<file path="src/rtl/lane_sym_pkg.sv">
// Shared lane symbol constants, transmit FSM state encoding and the
// arbitration rule. Used by the transmit scheduler and the lane demux.
package lane_sym_pkg;

  // 8b/10b K-code values carried with valid=0
  localparam logic [7:0] SYM_STP = 8'hFB;
  localparam logic [7:0] SYM_SDP = 8'h5C;
  localparam logic [7:0] SYM_END = 8'hFD;
  localparam logic [7:0] SYM_EDB = 8'hFE;
  localparam logic [7:0] SYM_SKP = 8'h1C;
  localparam logic [7:0] SYM_IDL = 8'h7C;
  localparam logic [7:0] SYM_FTS = 8'h3C;
  localparam logic [7:0] SYM_COM = 8'hBC;

  typedef enum logic [3:0] {
    IDLE,
    SKP_COM,
    SKP_SET,
    TLP_STP,
    TLP_DATA,
    DLLP_SDP,
    DLLP_DATA,
    PKT_END,
    PKT_EDB
  } tx_state_e;

  // Ordered sets win over DLLPs, DLLPs win over TLPs; nothing pending -> IDLE.
  function automatic tx_state_e arb_next(input logic i_skp_pending,
                                         input logic i_dllp_req,
                                         input logic i_tlp_req);
    tx_state_e v_next;
    if (i_skp_pending) begin
      v_next = SKP_COM;
    end else if (i_dllp_req) begin
      v_next = DLLP_SDP;
    end else if (i_tlp_req) begin
      v_next = TLP_STP;
    end else begin
      v_next = IDLE;
    end
    return v_next;
  endfunction

endpackage

</file>
<file path="src/rtl/skp_timer.sv">
// Free-running SKP interval counter with a single-entry pending flag.
// The flag is set on every wrap and cleared by consume; a wrap always wins
// over a simultaneous consume so that set is not lost.
module skp_timer #(
  parameter int SKP_INTERVAL = 1180
) (
  input  logic clk,
  input  logic reset,
  input  logic consume,
  output logic pending
);

  localparam int CNT_W = (SKP_INTERVAL > 1) ? $clog2(SKP_INTERVAL) : 1;
  localparam logic [CNT_W-1:0] LAST_CNT = CNT_W'(SKP_INTERVAL - 1);

  logic [CNT_W-1:0] r_count;
  logic             r_pending;
  logic             w_wrap;

  assign w_wrap  = (r_count == LAST_CNT);
  assign pending = r_pending;

  // Count every cycle regardless of what the lane is sending; raise pending on wrap.
  always_ff @(posedge clk) begin
    if (reset) begin
      r_count   <= '0;
      r_pending <= 1'b0;
    end else begin
      if (w_wrap) begin
        r_count <= '0;
      end else begin
        r_count <= r_count + CNT_W'(1);
      end
      if (w_wrap) begin
        r_pending <= 1'b1;
      end else if (consume) begin
        r_pending <= 1'b0;
      end
    end
  end

endmodule

</file>
<file path="src/rtl/lane_tx_scheduler.sv">
// Lane transmit scheduler: interleaves SKP ordered sets, DLLPs and TLPs onto
// one byte stream for the lane demux. valid_out=1 marks payload bytes,
// valid_out=0 marks control symbols. Packets are never interrupted.
module lane_tx_scheduler
  import lane_sym_pkg::*;
#(
  parameter int SKP_INTERVAL = 1180,
  parameter int SKP_COUNT    = 3
) (
  input  logic       clk,
  input  logic       reset,
  input  logic       tlp_req,
  input  logic [7:0] tlp_data,
  input  logic       tlp_last,
  output logic       tlp_ack,
  input  logic       dllp_req,
  input  logic [7:0] dllp_data,
  input  logic       dllp_last,
  output logic       dllp_ack,
  output logic       valid_out,
  output logic [7:0] data_out
);

  localparam int SC_W = (SKP_COUNT > 1) ? $clog2(SKP_COUNT) : 1;
  localparam logic [SC_W-1:0] LAST_SKP = SC_W'(SKP_COUNT - 1);

  tx_state_e       r_state;
  logic [SC_W-1:0] r_skp_idx;
  logic            r_valid_out;
  logic [7:0]      r_data_out;

  logic            w_skp_pending;
  logic            w_skp_consume;
  logic            w_tlp_ack;
  logic            w_dllp_ack;
  tx_state_e       w_arb_state;

  // COM is loaded into data_out on the edge leaving SKP_COM, which is the
  // same edge that drops the pending flag.
  assign w_skp_consume = (r_state == SKP_COM);

  skp_timer #(
    .SKP_INTERVAL(SKP_INTERVAL)
  ) u_skp_timer (
    .clk    (clk),
    .reset  (reset),
    .consume(w_skp_consume),
    .pending(w_skp_pending)
  );

  // Acks are gated by reset so a source never loses a byte to an abort.
  assign w_tlp_ack  = (r_state == TLP_DATA)  && tlp_req  && !reset;
  assign w_dllp_ack = (r_state == DLLP_DATA) && dllp_req && !reset;
  assign w_arb_state = arb_next(w_skp_pending, dllp_req, tlp_req);

  assign tlp_ack   = w_tlp_ack;
  assign dllp_ack  = w_dllp_ack;
  assign valid_out = r_valid_out;
  assign data_out  = r_data_out;

  // Each state loads the symbol it owns into the output register on exit;
  // IDLE, PKT_END, PKT_EDB and the last SKP pick the next sequence.
  always_ff @(posedge clk) begin
    if (reset) begin
      r_state     <= IDLE;
      r_skp_idx   <= '0;
      r_valid_out <= 1'b0;
      r_data_out  <= SYM_IDL;
    end else begin
      case (r_state)
        IDLE: begin
          r_valid_out <= 1'b0;
          r_data_out  <= SYM_IDL;
          r_state     <= w_arb_state;
        end
        SKP_COM: begin
          r_valid_out <= 1'b0;
          r_data_out  <= SYM_COM;
          r_skp_idx   <= '0;
          r_state     <= SKP_SET;
        end
        SKP_SET: begin
          r_valid_out <= 1'b0;
          r_data_out  <= SYM_SKP;
          if (r_skp_idx == LAST_SKP) begin
            r_skp_idx <= '0;
            r_state   <= w_arb_state;
          end else begin
            r_skp_idx <= r_skp_idx + SC_W'(1);
          end
        end
        TLP_STP: begin
          r_valid_out <= 1'b0;
          r_data_out  <= SYM_STP;
          r_state     <= TLP_DATA;
        end
        TLP_DATA: begin
          if (w_tlp_ack) begin
            r_valid_out <= 1'b1;
            r_data_out  <= tlp_data;
            if (tlp_last) begin
              r_state <= PKT_END;
            end
          end else begin
            // Source underrun: mark the packet bad right after its last good byte.
            r_valid_out <= 1'b0;
            r_data_out  <= SYM_EDB;
            r_state     <= PKT_EDB;
          end
        end
        DLLP_SDP: begin
          r_valid_out <= 1'b0;
          r_data_out  <= SYM_SDP;
          r_state     <= DLLP_DATA;
        end
        DLLP_DATA: begin
          if (w_dllp_ack) begin
            r_valid_out <= 1'b1;
            r_data_out  <= dllp_data;
            if (dllp_last) begin
              r_state <= PKT_END;
            end
          end else begin
            r_valid_out <= 1'b0;
            r_data_out  <= SYM_EDB;
            r_state     <= PKT_EDB;
          end
        end
        PKT_END: begin
          r_valid_out <= 1'b0;
          r_data_out  <= SYM_END;
          r_state     <= w_arb_state;
        end
        PKT_EDB: begin
          // EDB already went out on entry; fill this slot with IDL.
          r_valid_out <= 1'b0;
          r_data_out  <= SYM_IDL;
          r_state     <= w_arb_state;
        end
        default: begin
          r_valid_out <= 1'b0;
          r_data_out  <= SYM_IDL;
          r_state     <= IDLE;
        end
      endcase
    end
  end

endmodule
</file>
<file path="config.mk">
export PLATFORM = sky130hd
export DESIGN_NAME = lane_tx_scheduler
export DESIGN_NICKNAME = d
export VERILOG_FILES = /design/src/rtl/lane_sym_pkg.sv /design/src/rtl/skp_timer.sv /design/src/rtl/lane_tx_scheduler.sv
export SDC_FILE = /design/constraint.sdc
export NUM_CORES = 1
export LEC_CHECK = 0
export CAP_MARGIN = 20
export CORE_UTILIZATION = 40
export CTS_CLUSTER_SIZE = 40
export DETAILED_ROUTE_END_ITERATION = 16
export GPL_ROUTABILITY_DRIVEN = 0
export PLACE_DENSITY = 0.68
export SETUP_SLACK_MARGIN = 0.02
export SYNTH_ARGS = -nofsm -noshare
export SYNTH_HDL_FRONTEND = slang
export SYNTH_SLANG_ARGS = --single-unit
</file>
<file path="constraint.sdc">
create_clock -name clk -period 1.78 [get_ports clk]
set_clock_uncertainty 0.2 [all_clocks]
set_input_delay 0.356 -clock clk [delete_from_list [all_inputs] [get_ports clk]]
set_output_delay 0.356 -clock clk [all_outputs]
set_load 0.01 [all_outputs]
</file>
# Word-level counts from Yosys, hierarchy flattened
# Cells that the tools add are included.
# W data, S select, Z words.
[op_classes]
eq_ne = 13
n_addsub = 2
n_reduce_logical = 11
n_mux = 19
[op_table]
columns = ["cell", "n"]
rows = [
  ["$pmux W8 S7", 1],
  ["$pmux W4 S7", 1],
  ["$mux W4", 5],
  ["$eq A4 B3 Y1 const B", 4],
  ["$mux W8", 2],
  ["$add A11 B1 Y11 const B", 1],
  ["$eq A11 B11 Y1 const B", 1],
  ["$eq A4 B2 Y1 const B", 2],
  ["$mux W3", 2],
  ["$ne A3 B3 Y1 const B", 2],
  ["$eq A4 B1 Y1 const B", 1],
  ["$eq A4 B4 Y1 const B", 1],
  ["$logic_and A1 B1 Y1", 4],
  ["$logic_not A4 Y1", 1],
  ["$mux W1", 4],
  ["$mux W2", 2],
  ["$pmux W2 S2", 1],
  ["$reduce_bool A2 Y1", 2],
  ["$reduce_and A3 Y1", 1],
  ["$reduce_or A3 Y1", 1],
  ["$add A2 B1 Y2 const B", 1],
  ["$eq A2 B2 Y1 const B", 1],
  ["$ne A2 B2 Y1 const B", 1],
  ["$pmux W1 S2", 1],
  ["2 further kinds", 2],
]
[totals]
input_bits = 22
reg_bits = 27

# Depth between registers and ports, before layout
[depth]
depth_word = 5
depth_mapped = 6
depth_no_buf = 5

# Cells and area by module
# A second synthesis with hierarchy kept.
[unflattened]
cells_unflattened = 169
area_unflattened_um2 = 1441.4
[modules_own_cells]
columns = ["mod", "instances", "seq_area_each_um2", "cells_each", "area_each_um2"]
rows = [
  ["lane_tx_scheduler", 1, 300.3, 111, 899.6],
  ["skp_timer", 1, 240.2, 58, 541.8],
]

# Worst setup path after synthesis
# OpenSTA, ideal clock, no wires.
[synth_timing]
kind = "flip-flop to flip-flop"
start = "register r_state[3]"
end = "register r_state[2]"
path_slack_ns = -0.135
synth_period_minus_slack_ns = 1.915
required_ns = 1.447
arrival_ns = 1.582
setup_ns = 0.133
path_stages_with_launch = 6
path_cell_list = "dfxtp_1 > buf_6 > or4b_2 > o32a_1 > or3b_1 > o32ai_1"
[synth_between]
elab_chain_cells = 5
elab_cells_between_ends = 21
classes_between = "eq/ne (11); mux (3); reduce/logical (7)"
[synth_rtl]
columns = ["item", "line", "rtl"]
rows = [
  ["start: declaration", "lane_tx_scheduler.sv:27", "tx_state_e r_state;"],
  ["start signal: assignment", "lane_tx_scheduler.sv:74", "r_state <= w_arb_state;"],
  ["start signal: assignment", "lane_tx_scheduler.sv:87", "r_state <= w_arb_state;"],
  ["start signal: assignment", "lane_tx_scheduler.sv:132", "r_state <= w_arb_state;"],
  ["$eq A4 B3 Y1, on equally long branches", "lane_tx_scheduler.sv:53, lane_tx_scheduler.sv:70, lane_tx_scheduler.sv:52", ""],
  ["$logic_and A1 B1 Y1, on equally long branches (2 in a row)", "lane_tx_scheduler.sv:53, lane_tx_scheduler.sv:52", ""],
  ["$mux W4, or another cell as far along", "lane_tx_scheduler.sv:117", "if (w_dllp_ack) begin"],
  ["$pmux W4 S7 / $reduce_and A3 Y1 (equally long branches)", "-", ""],
]
# Parallel ways exist; a longest one is shown, timed or not.
# A chain may end at the register's enable or synchronous reset.

# Final worst setup path
[layout_timing]
start = "register r_state[2]"
end = "register r_state[1]"
# The elaborated chain is that of the path after synthesis.

==> metrics.txt <==
leakage power=between 0.9 and 1 nW; dpl hpwl=about 2800 µm; antenna fix cells=0; via count=between 1,500 and 2,000; Finished Layout Cells=~290; Final Critical Period=slightly above 2 ns; R2R Setup Slk=-0.25 ns; fin nets=roughly 270; setup_tns=-1.71 ns; Initial Util=about 43%; share of cells above drive strength 1=38.0%; Total GRT Usage=22.1%; WL final=between 4000 and 5000 µm; Clock Sinks=27; design area=2400 µm²; Port Buf Inserts=32; status=complete, but fails checks; placed insts=about 270; post-synthesis cell area=~1500 µm²; worst-case reg-to-reg path depth=5; CTS Buffer Depth=2; failing checks=negative setup slack; DRT antenna net count=0; Worst R2R Start=r_state[2]; initial antenna violation count=0; YS warnings=0; routed len/inst=15.8 µm; Pwr Total=3.16 mW; Synth Flop Type=dfxtp_1; Clock Pin Slew Worst Setup and Hold Paths=around 0.14 ns; CTS tree=built; crit path kind=register to register; WHS=around 0.25 ns; CP arrival=2.06 ns; Iter 0 DRT Violations=between 70 and 80; number of synthesized register bits=27; GRT overflow=0; crit path launch type=register; Hold Crit Class=register to register; Post-Synth Simple-Gate Area=a little under a third; unrepaired setup endpoints after global routing=true; Die W=between 60 and 70 µm; Mapped Nets=192; root buf cell=clkbuf_4; row count=21; CTS Buf Count=3; die span in y=62.5 µm; Worst Max-Slew Pin Slew=roughly 0.38 ns; Synth Area per Inst=roughly 8.7 µm²; number of global-route vias before repair=roughly 1,500; largest net degree at the start of global routing=16; power per cell area=roughly 1300 nW/µm²; crit path to=r_state[1]; routed vias/inst=~5.5; Worst Path Max Fanout=11; Skew-Pair Late Insertion Delay=0.34 ns; largest family of logic cells by synthesized area=simple AND/OR/NAND/NOR gates; H-tree depth=1; post-synthesis compound-gate area fraction=approximately a fifth; fillcell total=approximately 260; period utilization=114%; Final Hold Fails=0; Req. time, crit path=about 1.8 ns; crit end category=register; Slew HR=around three quarters; drt first pass iters=4; ys async rst share=0%; Synth Area in Adders=approximately 1.5%; Slew Limit Fails=0; synthesized instance count=between 150 and 200; post-synthesis sequential area ratio=37.0%; worst setup path startpoint=r_state[2]; die footprint=a little under 4000 µm²; first-pass GRT wire length=6960 µm; post-layout util=70.3%; Yosys cell types=50; XOR/XNOR Fraction of Synth Area=under 10%; core box area=roughly 3400 µm²; IO Pins=33; pre-CTS setup slack=-0.664 ns; area grow syn2layout=64.2%; max cap viols=0; mux cell area share after synthesis=0%; DRC=0; number of enable flip-flop cells after synthesis=0; setup violators final=10; r2r endpoint=r_state[1]; DP Area=2020 µm²; crit path setup slack, layout=-0.249 ns; Max Fclk=between 400 and 500 MHz; peak supply drop=0.894 mV; Hold Crit Depth=1
==> state kept, by name, indices dropped and copies added, names as in the netlist <==
name                 count
u_skp_timer.r_count     11
data_out                 8
r_state                  4
r_skp_idx                2
u_skp_timer.pending      1
valid_out                1
==> cell families after synthesis <==
| family | count (synthesis) |
|---|---|
| buffers and inverters | 16 |
| and+or+nand+nor | 75 |
| adders and majority gates | 2 |
| AOI/OAI and AO/OA | 39 |
| xor gates and xnor gates | 10 |
| DFF | 27 |
==> area by class of cell <==
cell class / count / area [µm²] / share of cell area, %
clock buffers: 3 / 22.5 / 0.938
clock inverters: 1 / 5.00 / 0.208
inverters: 6 / 22.5 / 0.938
multi-input cells: 126 / 981 / 40.9
flip-flops and latches: 27 / 546 / 22.7
well taps: 46 / 57.6 / 2.40
repair buffers: 82 / 767 / 31.9
==> timing repair <==
| item | 4_1_cts | 5_1_grt |
|---|---|---|
| cloned | 2 | 1 |
| setup endpoints to repair | 15 | 20 |
| gates resized for setup | 33 | 35 |
| pin swaps | 5 | 13 |
| hold buffers | 0 | 0 |
| buffers inserted | 6 | 11 |
==> cells in the mapped netlist, types with 2 or more instances <==
| cell | n | area [µm²] |
|---|---|---|
| nand2b_1 | 7 | 43.8 |
| inv_1 | 6 | 22.5 |
| a221oi_1 | 2 | 17.5 |
| clkbuf_1 | 5 | 18.8 |
| and4_1 | 2 | 17.5 |
| a22oi_1 | 7 | 52.6 |
| or4b_2 | 2 | 20.0 |
| nor2b_1 | 2 | 12.5 |
| nand3_1 | 5 | 25.0 |
| nand3b_1 | 2 | 15.0 |
| xnor2_1 | 2 | 17.5 |
| buf_2 | 4 | 20.0 |
| o21ai_0 | 7 | 35.0 |
| nand4_1 | 2 | 12.5 |
| dfxtp_1 | 27 | 541 |
| or3_1 | 2 | 12.5 |
| nor4bb_1 | 2 | 20.0 |
| nand2_1 | 8 | 30.0 |
| or3b_2 | 2 | 17.5 |
| xor2_1 | 8 | 70.1 |
| nor2_1 | 20 | 75.1 |
| nor3_1 | 7 | 35.0 |
| a21oi_1 | 10 | 50.1 |
| and3_1 | 2 | 12.5 |
==> power breakdown <==
part | switching [mW] | total (mW) | internal, mW
sequential | 0.0667 | 0.791 | 0.724
clock | 0.189 | 0.274 | 0.0848
combinational | 0.982 | 2.10 | 1.12
total | 1.24 | 3.16 | 1.93
==> per-layer routing <==
| layer | track usage (%) | vias up | share of wire (%) |
|---|---|---|---|
| li1 | - | 769 | - |
| met1 | 27.5 | 742 | 42 |
| met2 | 36.0 | 79 | 49 |
| met3 | 5.11 | 17 | 7.0 |
| met4 | 10.2 | 0 | 2.8 |
| met5 | 0 | - | 0 |
==> worst max-delay path, cell delays in order, from the launching register on <==
cell and delay (ns):
dfxtp_2 0.40, buf_8 0.17, or4b_4 0.49, a221oi_4 0.28, nor3_2 0.08, a2111oi_2 0.31
==> how the worst min path moves through the flow <==
stage                           start  slack [ns]                endpoint
6_report       u_skp_timer.r_count[0]        0.25  u_skp_timer.r_count[0]
5_1_grt                         reset        0.29            r_skp_idx[1]
4_1_cts        u_skp_timer.r_count[0]        0.25  u_skp_timer.r_count[0]
3_5_place_dp   u_skp_timer.r_count[0]        0.23  u_skp_timer.r_count[0]
3_3_place_gp   u_skp_timer.r_count[0]        0.22  u_skp_timer.r_count[0]
2_1_floorplan  u_skp_timer.r_count[0]        0.21  u_skp_timer.r_count[0]
==> cells in the final DEF (no fill, tap or decap), types with 2 or more instances in the layout <==
cell type         n
nor3_2            2
a221oi_2          2
nand3_1           5
or3_1             2
or4b_4            3
nor3_1            6
dlymetal6s2s_1    6
o21ai_0           2
nor4bb_1          2
xnor2_1           2
buf_6             8
buf_8             3
a21oi_2           3
o21ai_2           4
nor2_1           18
dlygate4sd2_1     5
buf_4            39
nand2_1           8
xor2_1            8
and4_1            2
nor2b_1           2
nand2b_1          6
a22oi_2           3
nand4_1           2
and3_1            2
clkdlybuf4s50_1  19
a22oi_1           4
a21oi_1           7
nand3b_1          2
nor2_4            2
inv_1             5
a2111oi_2         2
dfxtp_2           4
clkbuf_4          3
dfxtp_1          23
(Power assumes the default switching activity.)
==> RTL change, RTL diff (same settings) <==
Re-encode `tx_state_e` (9 states) as one-hot, 9 bits wide.
--- a/src/rtl/lane_sym_pkg.sv
+++ b/src/rtl/lane_sym_pkg.sv
@@ -12,16 +12,16 @@
   localparam logic [7:0] SYM_FTS = 8'h3C;
   localparam logic [7:0] SYM_COM = 8'hBC;
 
-  typedef enum logic [3:0] {
-    IDLE,
-    SKP_COM,
-    SKP_SET,
-    TLP_STP,
-    TLP_DATA,
-    DLLP_SDP,
-    DLLP_DATA,
-    PKT_END,
-    PKT_EDB
+  typedef enum logic [8:0] {
+    IDLE      = 9'b000000001,
+    SKP_COM   = 9'b000000010,
+    SKP_SET   = 9'b000000100,
+    TLP_STP   = 9'b000001000,
+    TLP_DATA  = 9'b000010000,
+    DLLP_SDP  = 9'b000100000,
+    DLLP_DATA = 9'b001000000,
+    PKT_END   = 9'b010000000,
+    PKT_EDB   = 9'b100000000
   } tx_state_e;
 
   // Ordered sets win over DLLPs, DLLPs win over TLPs; nothing pending -> IDLE.
Behaviour: no difference found for any inputs over 10 cycles, from zero or initial values and one cycle with reset high; not proved beyond that.
==> RTL change against the original RTL <==
The run still ends with negative setup slack left. Synthesized area rose by 16%. Register-to-register slack worse by 0.26 ns. Critical path type is now reg -> out. Cell count is 15% higher. Non-clock buffer count rose by 1. Routed wire length is 12% higher. Design area up 13%. Setup slack got worse by 0.29 ns. Sequential cell count increased by 5.
Power is not compared: it rests on default switching activity, and its combinational part moved more than twofold at a synthesized area within 25%.
==> RTL change: results (changes against the original RTL) <==
stage;metric;value;unit;change
outcome;status;finished, violations left;;
outcome;failing checks;negative setup slack;;
setup_path;R2R Setup Slk;-0.51;ns;-0.26 ns
setup_path;Reg2Reg Capture Point;data_out[2]$_SDFF_PP1_;;
routing;met2 wire len;2.40;mm;+7.3%
synth;Synth Area in XOR/XNOR;7.71;%;+1.7 points
layout;final cell count without fillers;336;;+15%
setup_path;critical path fanouts, max;2;;-9
synth;Avg Inst Size Synth;8.35;µm²;-3.6%
global_routing;grt met1 use;32.9;%;+5.4 points
synth;top cells by area, synth;dfxtp_1 (38%), nor2_1 (5.5%), xor2_1 (4.1%);;
layout;Final nets;308;;+14%
global_routing;largest net degree at the start of global routing;14;;-2
routing;WL met3;250;µm;-22%
layout;buffers outside the clock class;83;;+1.2%
placed_design;Placed Instance Area;0.00240;mm²;+19%
synth;post-synthesis cell type count;46;;-8.0%
routing;drt wl/cell;15.3;µm;-3.2%
placed_design;Inst Count DP;320;;+20%
clock_network;Worst-Skew Late Latency;0.29;ns;-0.05 ns
global_routing;met3 usage;5.24;%;+0.13 points
layout;comb_multi_in;156;;+24%
setup_path;r2r worst-path depth;6;;+1
synth;Yosys Warn Count;0;;unchanged
synth;Synth Area in Compound Gates;16.6;%;-3.1 points
layout;fillers;340;;+33%
layout;Sequential Area;646;µm²;+18%
layout;area of the multi-input gates;0.00115;mm²;+17%
clock_network;CTS buffer count;5;;+2
layout;P&R area growth vs syn;59.7;%;
global_routing;met2 GRT Util;35.6;%;-0.38 points
setup_path;CP endpoint;dllp_ack;;
global_routing;vias in the first global route;1638;;+6.0%
global_routing;first-pass GRT wire length;7.74;mm;+11%
timing;Max-slew headroom;69.9;%;-4.6 points
layout;inverters;7;;+1
placed_design;post-DP HPWL;3.60;mm;+29%
clock_network;CTS H-tree depth;2;;+1
routing;via count;1823;;+13%
routing;Starting DRT DRC Count;125;;+58%
clock_network;Root Driver;clkbuf_8;;
floorplanning;Tapcell Cnt;50;;+8.7%
timing;slack of the critical path;-0.535;ns;-0.285 ns
timing;# setup viols final;19;;+9
synth;Adder-Cell Fraction of Synth Area;0.735;%;-0.81 points
clock_network;Num Clock Sinks;32;;+19%
synth;sequential area share after synthesis;37.6;%;+0.66 points
synth;synth cell count leaders;dfxtp_1 (32), nor2_1 (25), nand2_1 (14);;
timing;final hold slack;0.249;ns;+0.00215 ns
routing;wl on met1;2.43;mm;+27%
layout;clk cell area share;4.09;%;+2.9 points
## RTL change: cell count changes in the layout (fill, tap and decap cells not counted), sizes merged, moves of 4 or more
cell and change:
nor2 +5, dfxtp +5, xnor2 +5, dlymetal6s2s -6, nor3b +4, a22oi -6
o21ai +5, clkdlybuf4s50 +9, nand2 +6
## RTL change: repair_timing
item / 4_1_cts / 5_1_grt
endpoints found under the setup margin: 22 / 23
pin swaps: 11 / 12
buffers inserted: 3 / 4
gates resized for setup: 31 / 14
cloned: 1 / 0
## RTL change: stage by stage
step                      setup TNS, ns  setup slack [ns]
after floorplan                   -3.72            -0.419
after global placement            -9.46            -0.907
after detailed placement          -9.92            -0.934
after CTS                         -6.27            -0.541
after global routing              -8.47            -0.601
final                             -6.99            -0.535
## RTL change: worst max-delay path, stage by stage, from the launching register on
cell and delay (ns):
dfxtp_1 0.32, or4_4 0.53, and4bb_2 0.33, nor2b_4 0.18
buf_6 0.12
